<file path="config.mk">
export PLATFORM = sky130hd
export DESIGN_NAME = i2c_shift_register_param
export DESIGN_NICKNAME = d
export VERILOG_FILES = /design/src/rtl/i2c_shift_register_param.sv
export SDC_FILE = /design/constraint.sdc
export NUM_CORES = 1
export LEC_CHECK = 0
export CAP_MARGIN = 5
export CORE_MARGIN = 5
export CORE_UTILIZATION = 35
export DETAILED_ROUTE_END_ITERATION = 12
export GPL_ROUTABILITY_DRIVEN = 0
export GPL_TIMING_DRIVEN = 0
export PLACE_DENSITY = 0.77
export SETUP_SLACK_MARGIN = 0.2
export SYNTH_ARGS = -nofsm -noshare
export SYNTH_HDL_FRONTEND = slang
export SYNTH_SLANG_ARGS = --single-unit
export TNS_END_PERCENT = 1
</file>
<file path="constraint.sdc">
create_clock -name Clock -period 1.6 [get_ports Clock]
set_clock_uncertainty 0.15 [all_clocks]
set_input_delay 0.32 -clock Clock [delete_from_list [all_inputs] [get_ports Clock]]
set_output_delay 0.32 -clock Clock [all_outputs]
set_load 0.01 [all_outputs]
</file>
<file path="src/rtl/i2c_shift_register_param.sv">
`default_nettype none
// +----------------------------------------------------------------------+
// | Module      : i2c_shift_register_param                               |
// | Description : Parametrised I2C data shift register. Serialises a     |
// |               loaded word onto SDA and deserialises SDA into a       |
// |               parallel word, one bit per SCL period. SCL edges are   |
// |               detected in the system clock domain. The optional ACK  |
// |               bit slot is enabled with the macro I2C_SHIFT_ACK_EN.   |
// | Revision    : 1.0 - initial release                                  |
// +----------------------------------------------------------------------+
module i2c_shift_register_param #(
  parameter int WIDTH     = 8,
  parameter int MSB_FIRST = 1,
  parameter int CNT_W     = 6
) (
  input  logic             Clock,
  input  logic             Reset,
  input  logic             ClockI2C,
  input  logic             ShiftIn,
  input  logic [WIDTH-1:0] SentData,
  input  logic             WriteLoad,
  input  logic             ShiftOrHold,
  input  logic             AckDrive,
  output logic [WIDTH-1:0] ReceivedData,
  output logic             ShiftOut,
  output logic [CNT_W-1:0] BitCount,
  output logic             Busy,
  output logic             ByteDone,
  output logic             AckReceived
);

  localparam logic [1:0] ST_IDLE  = 2'd0;
  localparam logic [1:0] ST_SHIFT = 2'd1;
  localparam logic [1:0] ST_ACK   = 2'd2;

  localparam logic [CNT_W-1:0] c_WORD_LEN = CNT_W'(WIDTH);

  logic [1:0]       r_state;
  logic             r_scl_prev;
  logic             r_sample;
  logic [WIDTH-1:0] r_data;
  logic             r_shout;
  logic [CNT_W-1:0] r_cnt;
  logic             r_busy;
  logic             r_done;
  logic             r_ack;

  logic             w_rise;
  logic             w_fall;
  logic             w_shift_ev;
  logic [WIDTH-1:0] w_shifted;
  logic             w_next_out;
  logic             w_load_bit;
  logic [CNT_W-1:0] w_cnt_inc;

  assign w_rise     = ClockI2C & ~r_scl_prev;
  assign w_fall     = ~ClockI2C & r_scl_prev;
  assign w_shift_ev = w_fall & ShiftOrHold;
  assign w_cnt_inc  = r_cnt + CNT_W'(1);

  // Bit order selects which end the sampled bit enters and which end drives SDA.
  generate
    if (MSB_FIRST != 0) begin : g_msb_first
      assign w_shifted  = {r_data[WIDTH-2:0], r_sample};
      assign w_next_out = w_shifted[WIDTH-1];
      assign w_load_bit = SentData[WIDTH-1];
    end else begin : g_lsb_first
      assign w_shifted  = {r_sample, r_data[WIDTH-1:1]};
      assign w_next_out = w_shifted[0];
      assign w_load_bit = SentData[0];
    end
  endgenerate

`ifndef I2C_SHIFT_ACK_EN
  // Without the ACK slot the driven ACK level has no destination.
  logic w_unused_ack;
  assign w_unused_ack = AckDrive;
`endif

  // Edge detection, SDA sampling, load/shift datapath and word-sequencing FSM.
  always_ff @(posedge Clock) begin
    if (!Reset) begin
      r_state    <= ST_IDLE;
      r_scl_prev <= 1'b0;
      r_sample   <= 1'b0;
      r_data     <= '0;
      r_shout    <= 1'b0;
      r_cnt      <= '0;
      r_busy     <= 1'b0;
      r_done     <= 1'b0;
      r_ack      <= 1'b0;
    end else begin
      r_scl_prev <= ClockI2C;
      r_done     <= 1'b0;
      if (w_rise) begin
        r_sample <= ShiftIn;
      end
      // A load wins over any coincident SCL fall and aborts a word in flight.
      if (WriteLoad) begin
        r_data  <= SentData;
        r_shout <= w_load_bit;
        r_cnt   <= '0;
        r_busy  <= 1'b1;
        r_state <= ST_SHIFT;
      end else begin
        case (r_state)
          ST_IDLE: begin
            // Receive-only start: first fall begins a word with no prior load.
            if (w_shift_ev) begin
              r_data  <= w_shifted;
              r_shout <= w_next_out;
              r_cnt   <= CNT_W'(1);
              r_busy  <= 1'b1;
              r_state <= ST_SHIFT;
            end
          end
          ST_SHIFT: begin
            if (w_shift_ev) begin
              r_data  <= w_shifted;
              r_shout <= w_next_out;
              r_cnt   <= w_cnt_inc;
              if (w_cnt_inc == c_WORD_LEN) begin
`ifdef I2C_SHIFT_ACK_EN
                r_state <= ST_ACK;
                r_shout <= AckDrive;
`else
                r_done  <= 1'b1;
                r_busy  <= 1'b0;
                r_state <= ST_IDLE;
`endif
              end
            end
          end
`ifdef I2C_SHIFT_ACK_EN
          ST_ACK: begin
            if (w_rise) begin
              r_ack <= ShiftIn;
            end
            // Closing fall of the ACK slot ends the word and releases SDA.
            if (w_shift_ev) begin
              r_done  <= 1'b1;
              r_busy  <= 1'b0;
              r_shout <= 1'b1;
              r_state <= ST_IDLE;
            end
          end
`endif
          default: begin
            r_state <= ST_IDLE;
          end
        endcase
      end
    end
  end

  assign ReceivedData = r_data;
  assign ShiftOut     = r_shout;
  assign BitCount     = r_cnt;
  assign Busy         = r_busy;
  assign ByteDone     = r_done;
  assign AckReceived  = r_ack;

endmodule
`default_nettype wire

</file>
## Word-level counts from Yosys, hierarchy flattened

Index checks and enable logic that the tools add are counted.
W data, S select, Z words.

- Register bits: 21
- Bits of input ports: 15
- Output and inout bits: 18
- Word-level logic and storage cells: 59

- Add/subtract/negate cells: 1
- Equal/unequal tests: 8
- Muxes and demuxes: 20
- Bitwise operators: 8
- Reductions and logical operators: 13

Operators by type and width:

| kind | count |
|---|---|
| $mux W8 | 3 |
| $mux W6 | 2 |
| $pmux W6 S2 | 1 |
| $mux W1 | 9 |
| $ne A3 B3 Y1 const B | 3 |
| $reduce_and A3 Y1 | 3 |
| $add A6 B1 Y6 const B | 1 |
| $eq A6 B4 Y1 const B | 1 |
| $mux W2 | 3 |
| $ne A2 B2 Y1 const B | 3 |
| $reduce_bool A2 Y1 | 3 |
| $not A1 Y1 | 5 |
| $pmux W2 S2 | 1 |
| $reduce_and A4 Y1 | 1 |
| $reduce_or A2 Y1 | 2 |
| $reduce_or A4 Y1 | 1 |
| $and A1 B1 Y1 | 3 |
| $reduce_bool A3 Y1 | 1 |
| $eq A2 B1 Y1 const B | 1 |
| $logic_not A2 Y1 | 1 |
| $pmux W1 S2 | 1 |
| $reduce_and A2 Y1 | 1 |

## Depth between registers and ports, before layout

Gate-level depths: netlist of run 1.

- Depth after elaboration: 6
- Mapped depth: 4
- Mapped depth without buffers: 4

## Worst setup path after synthesis of run 1

No wires, ideal clock.

- Kind: register to register
- From: reg r_cnt[0], in the netlist BitCount[0]
- To: reg r_cnt[5], in the netlist BitCount[5]
- Setup time: 0.074 ns
- Arrival: 1.204 ns
- Data required time: 1.376 ns
- Setup slack: 0.172 ns
- Cell stages (with the launch flop): 4
- Buffers on the path: 0
- Period minus slack after synthesis: 1.428 ns
- Cells stage by stage: dfxtp_1 > nand3_2 > or4_1 > a31oi_1

- Cells in the longest elaborated chain, start to end: 3

RTL lines:

| item | line | source |
|---|---|---|
| from (decl) | 43 | `logic [CNT_W-1:0] r_cnt;` |
| from (signal assigned) | 121 | `r_cnt <= w_cnt_inc;` |
| $add A6 B1 Y6 | 59 | `assign w_cnt_inc = r_cnt + CNT_W'(1);` |
| $mux W6 | 118 | `if (w_shift_ev) begin` |
| $pmux W6 S2 | 106 | `case (r_state)` |

No other way between the ends. The select of a mux whose other input is x is not followed.
A chain may end at the register's enable or synchronous reset.

## Final worst setup path of run 1

- From: reg r_cnt[0], in the netlist BitCount[0]
- To: reg r_cnt[4], in the netlist BitCount[4]

The elaborated chain is that of the path after synthesis.

==> results of run 1 <==
[final timing paths]
path,endpoint,start,depth (start not counted),slack (ns)
worst max-delay path,BitCount[4]$_SDFFE_PP0P_,BitCount[0]$_SDFFE_PP0P_,4,0.18
worst min-delay path,r_scl_prev$_SDFF_PN0_,ClockI2C,2,0.29
worst min register to register,ReceivedData[0]$_SDFFE_PN0P_,r_sample$_SDFFE_PN0P_,2,0.33
worst max register to register,BitCount[4]$_SDFFE_PP0P_,BitCount[0]$_SDFFE_PP0P_,4,0.18
[cells in the final DEF (no fill, tap or decap), types with 4 or more instances in the layout]
master	count
dfxtp_1	9
nor2b_1	4
clkdlybuf4s15_1	8
dfxtp_2	5
clkdlybuf4s15_2	5
a31oi_1	10
dlygate4sd2_1	7
a21oi_1	4
clkdlybuf4s50_1	9
o21ai_0	9
dfxtp_4	4
nand2_1	21
[report_power, final]
group,total (mW),internal (mW),switching (mW)
clock,0.226,0.0878,0.138
combinational,0.138,0.0750,0.0629
sequential,0.477,0.462,0.0148
total,0.841,0.625,0.216
[area by class of cell]
cell class	instances	area (um2)	area share, %
multi-input cells	75	463	37.1
flip-flops and latches	18	382	30.6
well taps	28	35.0	2.81
clock buffers	3	22.5	1.81
inverters	1	3.75	0.301
repair buffers	30	295	23.7
plain buffers	7	45.0	3.61
[worst max-delay path: stages (launching register included)]
cell and delay, ns:
dfxtp_4 0.39, ha_4 0.15, nand3_2 0.08, or4_1 0.50
o21ai_1 0.09
[what timing repair did]
| action | CTS | global route |
|---|---|---|
| buffers inserted | 0 | 0 |
| gates resized for setup | 52 | 9 |
| setup endpoints to repair | 31 | 20 |
| pin swaps | 3 | 4 |
| hold endpoints to repair | 0 | 0 |
[metal layers]
metal / track usage, % / up-vias / share of wire (%) / wire length (um)
li1: - / 432 / - / -
met1: 15.8 / 417 / 43 / 939
met2: 20.3 / 32 / 48 / 1030
met3: 5.70 / 2 / 8.5 / 185
met4: 1.94 / 0 / 0.46 / 10
met5: 0 / - / 0 / 0
[through the flow]
stage | instances | hold WS [ns] | TNS, ns
finish | 162 | 0.291 | 0
global route | 162 | 0.328 | 0
CTS | 162 | 0.296 | 0
detailed placement | 159 | 0.316 | -3.58
global placement | 159 | 0.307 | -2.81
floorplan | 101 | 0.297 | 0
[flip-flops by register name, summed over array words and instances, names as in the netlist]
register and flops:
BitCount 6, Busy 1, ByteDone 1, ReceivedData 8, r_sample 1, r_scl_prev 1
[cells by family (layout without fill, tap and decap cells)]
group / after synthesis / after routing
buffers and inverters: 8 / 41
other: 1 / 1
DFF: 18 / 18
and+or+nand+nor: 42 / 42
muxes: 1 / 1
AOI/OAI and AO/OA: 28 / 28
adders and majority gates: 1 / 1
xor gates and xnor gates: 2 / 2
==> results by group, run 1 <==
Synthesis
  • Post-synthesis cell area: roughly 830 um2
  • Avg Cell Area, Syn: 8.25 um2
  • Top cell type's share of synthesized area: roughly 43%
  • Synth Instances: 101
  • Syn_nets: 117
  • Sequential share of the synthesized area: 43.2%
  • Unique masters post-synth: 31
  • Largest family of logic cells by synthesized area: simple AND/OR/NAND/NOR gates
  • Synth Area in Adders: 1.50%
  • Synth Area in Compound Gates: between 10% and 20%
  • Ys Warns: 0
  • Synthesized-area fraction occupied by xor and xnor cells: 2.10%
  • Synth area leaders: dfxtp_1, nand2_1, a31oi_1, o21ai_0, nor2b_1
  • Asr flop ratio synth: 0%
  • Count leader, synth: nand2_1
  • EDFF count, synth: 0
  • Synth Flop Type: dfxtp_1
  • Commonest cells in the netlist: nand2_1, dfxtp_1, o21ai_0, a31oi_1
  • Synth area leader: dfxtp_1
  • Area share of and/or/nand/nor cells after synthesis: roughly 27%
  • Mux cell area share after synthesis: under 10%
  • Synth Register Bits: 18

Clock network
  • CTS tree: yes
  • Hold buffers post-CTS: 0
  • Clock buffer depth: 2
  • Clk root buf: clkbuf_4
  • Clock latency on the worst-skew pair: 0.30 ns
  • TritonCTS Buffers: 3
  • H-tree levels: 1
  • Clock sinks: 18
  • Worst-path clk slew: 0.10 ns

Floorplanning
  • DIE HEIGHT: 58.8 um
  • Core area: 2230 um2
  • Io pins: 33
  • Effective utilization at floorplan: 37.3%
  • Cell Rows: 17
  • Die W: around 60 um
  • Die area: 3460 um2

Worst setup path
  • Worst EP arrival: ~1.5 ns
  • Setup CP Type: reg -> reg
  • Data required, critical path: about 1.7 ns
  • Critical Path Sink Type: register
  • Crit-path max FO: 5
  • Startpoint types: register

Drt
  • Initial DRC Count: 19
  • Via count: 883
  • Routed wire per std cell: between 10 and 15 um
  • Drt total wl: 2160 um
  • Drt drc: 0
  • Detail Route Antenna Nets: 0
  • Drt pass-1 iters: 4
  • Via/cell ratio: 5.45

Finish
  • Fraction of layout cells with a size suffix above 1: 22.4%
  • Post-layout util: 55.8%
  • Post-Layout Inst Area: 1250 um2
  • Antenna Cells: 0
  • # nets final: around 150
  • Fillers: 216
  • Area growth syn-to-layout: 49.6%

GRT
  • Vias in the first global route: 799
  • Antenna violations before repair: 0
  • Pin count of the biggest net entering global routing: 11
  • GR Overflow Total: 0
  • First-pass GRT wire length: 3390 um
  • Total track usage: 12.7%

Power
  • Max VDD drop: 0.000542 V
  • Tot Pwr: 0.841 mW
  • Leakage: about 0.47 nW
  • PD cells: ~670 nW/um2

Timing
  • Tcrit/Tclk final: 88.4%
  • F_max: 707 MHz
  • Hold Vio Cnt, Final: 0
  • Min cycle time layout: 1.42 ns
  • RSZ-0062 raised after global routing: yes
  • Final setup fails: 0
  • Post-route worst setup slack: around 0.18 ns
  • Fin. max-slew vios: 0

Placement
  • Dpl hpwl: 1610 um
  • IO Port Bufs: 30
  • Setup WS pre-CTS: -0.324 ns
  • DP Area: 1170 um2

Outcome
  • Outcome: finished, final reports clean

Flow run
  • Max-Cap Viols: 0

Hold path
  • Hold Crit Class: in -> reg
No activity file was read; power rests on OpenSTA's default activity.
==> run 2: changes to the inputs <==
--- a/config.mk
+++ b/config.mk
@@ -6,12 +6,14 @@
 export NUM_CORES = 1
 export LEC_CHECK = 0
 export CAP_MARGIN = 5
+export CELL_PAD_IN_SITES_DETAIL_PLACEMENT = 1
+export CELL_PAD_IN_SITES_GLOBAL_PLACEMENT = 2
 export CORE_MARGIN = 5
-export CORE_UTILIZATION = 35
+export CORE_UTILIZATION = 23
 export DETAILED_ROUTE_END_ITERATION = 12
 export GPL_ROUTABILITY_DRIVEN = 0
 export GPL_TIMING_DRIVEN = 0
-export PLACE_DENSITY = 0.77
+export PLACE_DENSITY = 0.87
 export SETUP_SLACK_MARGIN = 0.2
 export SYNTH_ARGS = -nofsm -noshare
 export SYNTH_HDL_FRONTEND = slang
==> run 2 against run 1 <==
Effect of this change: fmax is 2.5% lower; worst setup slack worse by 0.037 ns; design area is 2.3% higher; clock-buffer cell count is 1 higher; global-route usage is 1.9 points lower; routed wire length is 23% higher; sequential share of layout area is 1.4 points lower; die area is 43% higher; non-clock buffer count is 3 higher; core utilization is 18 points lower.
==> results by group, run 2 (synthesis gave the netlist of run 1 again) <==
Outcome
  • Outcome: finished, final reports clean

Power
  • Tot Pwr: 0.917 mW
  • Max VDD drop: 0.000263 V
  • Seq pwr share: ~53%
  • Sw Pwr: 0.233 mW
  • Internal power: 0.684 mW
  • Switch share: approximately a quarter
  • Leakage: approximately 0.56 nW
  • PD cells: 719 nW/um2
  • Gate power share: 15.9%
  • Clock share of power: 31.5%

Timing
  • F_max: 689 MHz
  • Post-route worst setup slack: about 0.15 ns
  • Final setup fails: 0
  • Fin. max-slew vios: 0
  • Min cycle time layout: 1.45 ns
  • RSZ-0062 raised after global routing: yes
  • Hold Vio Cnt, Final: 0
  • Tcrit/Tclk final: 90.7%

GRT
  • Vias in the first global route: 915
  • Pin count of the biggest net entering global routing: 11
  • First-pass GRT wire length: 4330 um
  • GR Overflow Total: 0
  • Total track usage: 10.8%
  • Antenna violations before repair: 0

Drt
  • Highest routed layer: met4
  • Drt total wl: about 2700 um
  • Initial DRC Count: 45
  • DR WL met3: 156 um
  • M1 WL: around 1200 um
  • Drt pass-1 iters: 4
  • Via count: 890
  • Drt drc: 0
  • Routed wire per std cell: 14.4 um
  • Detail Route Antenna Nets: 0
  • Via/cell ratio: 4.84
  • Met2 routed WL: 1300 um

Clock network
  • Worst-path clk slew: 0.11 ns
  • CTS tree: yes
  • TritonCTS Buffers: 3
  • Clock latency on the worst-skew pair: about 0.3 ns
  • Clock buffer depth: 2
  • Clock sinks: 18
  • H-tree levels: 1
  • Clk root buf: clkbuf_4
  • Hold buffers post-CTS: 0

Worst setup path
  • Critical Path Sink Type: output pin
  • CP top delay family: flip-flops
  • Data required, critical path: 1.13 ns
  • Worst EP arrival: 0.98 ns
  • Startpoint types: register
  • CP Cell Sequence: dlygate4sd2_1
  • CP max stage cell: dfxtp_4
  • Crit-path max cell delay: 0.40 ns
  • Crit-path max FO: 7
  • Crit path buf inv count: 1
  • Setup CP Type: reg -> out

Flow run
  • Max-Cap Viols: 0

Finish
  • Antenna Cells: 0
  • Area growth syn-to-layout: 53.0%
  • Commonest non-fill, non-tap cell in the layout: nand2_1
  • Max reg flops: 8
  • # nets final: 155
  • Fraction of layout cells with a size suffix above 1: around a fifth
  • Post-layout util: 37.3%
  • Most frequent cells in the layout: nand2_1, dlygate4sd2_1, dfxtp_1, o21ai_0, a31oi_1

Placement
  • Setup WS pre-CTS: -0.311 ns
  • Dpl hpwl: roughly 1900 um
  • IO Port Bufs: 30

Floorplanning
  • Core area: 3420 um2
  • Die area: 4930 um2
  • DIE HEIGHT: 70.2 um
  • Cell Rows: 21
  • Effective utilization at floorplan: 24.4%
  • Die W: 70.2 um
  • Io pins: 33

Hold path
  • Hold Crit Class: in -> reg
## run 2: cell types whose count changed in the layout (fill, tap and decap cells not counted), sizes merged
cell / before / now
clkdlybuf4s15: 13 / 2
dlygate4sd2: 7 / 14
dlymetal6s2s: 0 / 4
clkbuf: 5 / 8
buf: 6 / 7
## run 2: path summary, 6_finish.rpt
kind	from	endpoint	slack, ns	depth (start not counted)
worst max-delay path	BitCount[3]$_SDFFE_PP0P_	BitCount[3]	0.15	1
worst min register to register	BitCount[1]$_SDFFE_PP0P_	BitCount[1]$_SDFFE_PP0P_	0.34	2
worst max register to register	Busy$_SDFFE_PN0P_	BitCount[5]$_SDFFE_PP0P_	0.16	4
worst min-delay path	ClockI2C	r_scl_prev$_SDFF_PN0_	0.19	2
## run 2: power groups by stage
stage | sequential, mW | combinational (mW) | clock [mW]
3_5_place_dp | 0.493 | 0.149 | 0
4_1_cts | 0.482 | 0.138 | 0.300
5_1_grt | 0.485 | 0.159 | 0.313
6_report | 0.482 | 0.146 | 0.289
3_3_place_gp | 0.493 | 0.146 | 0
2_1_floorplan | 0.498 | 0.0545 | 0
## run 2: through the flow
step	hold slack [ns]	area, um2	TNS [ns]	std cells
final	0.187	1270	0	184
after global routing	0.211	1270	0	184
after CTS	0.342	1220	0	181
after detailed placement	0.321	1200	-3.78	177
after global placement	0.316	1200	-3.28	177
after floorplan	0.297	838	0	101
## run 2: area by class of cell
cell class	count	area [um2]
inverter	1	3.75
multi-input combinational	75	445
timing repair buffer	33	310
fill	427	2140
clock buffer	4	36.3
tap	46	57.6
sequential	18	373
buffer	7	48.8
## run 2: routing by layer
layer | global-route usage, % | vias up
li1 | - | 437
met1 | 12.4 | 424
met2 | 18.4 | 26
met5 | 0 | -
met3 | 3.59 | 3
met4 | 4.04 | 0
## run 2: what timing repair did
item                       in CTS  in global routing
gates resized for setup        22                 21
setup buffers                   0                  3
pin swaps                       0                  3
setup endpoints to repair      32                 31
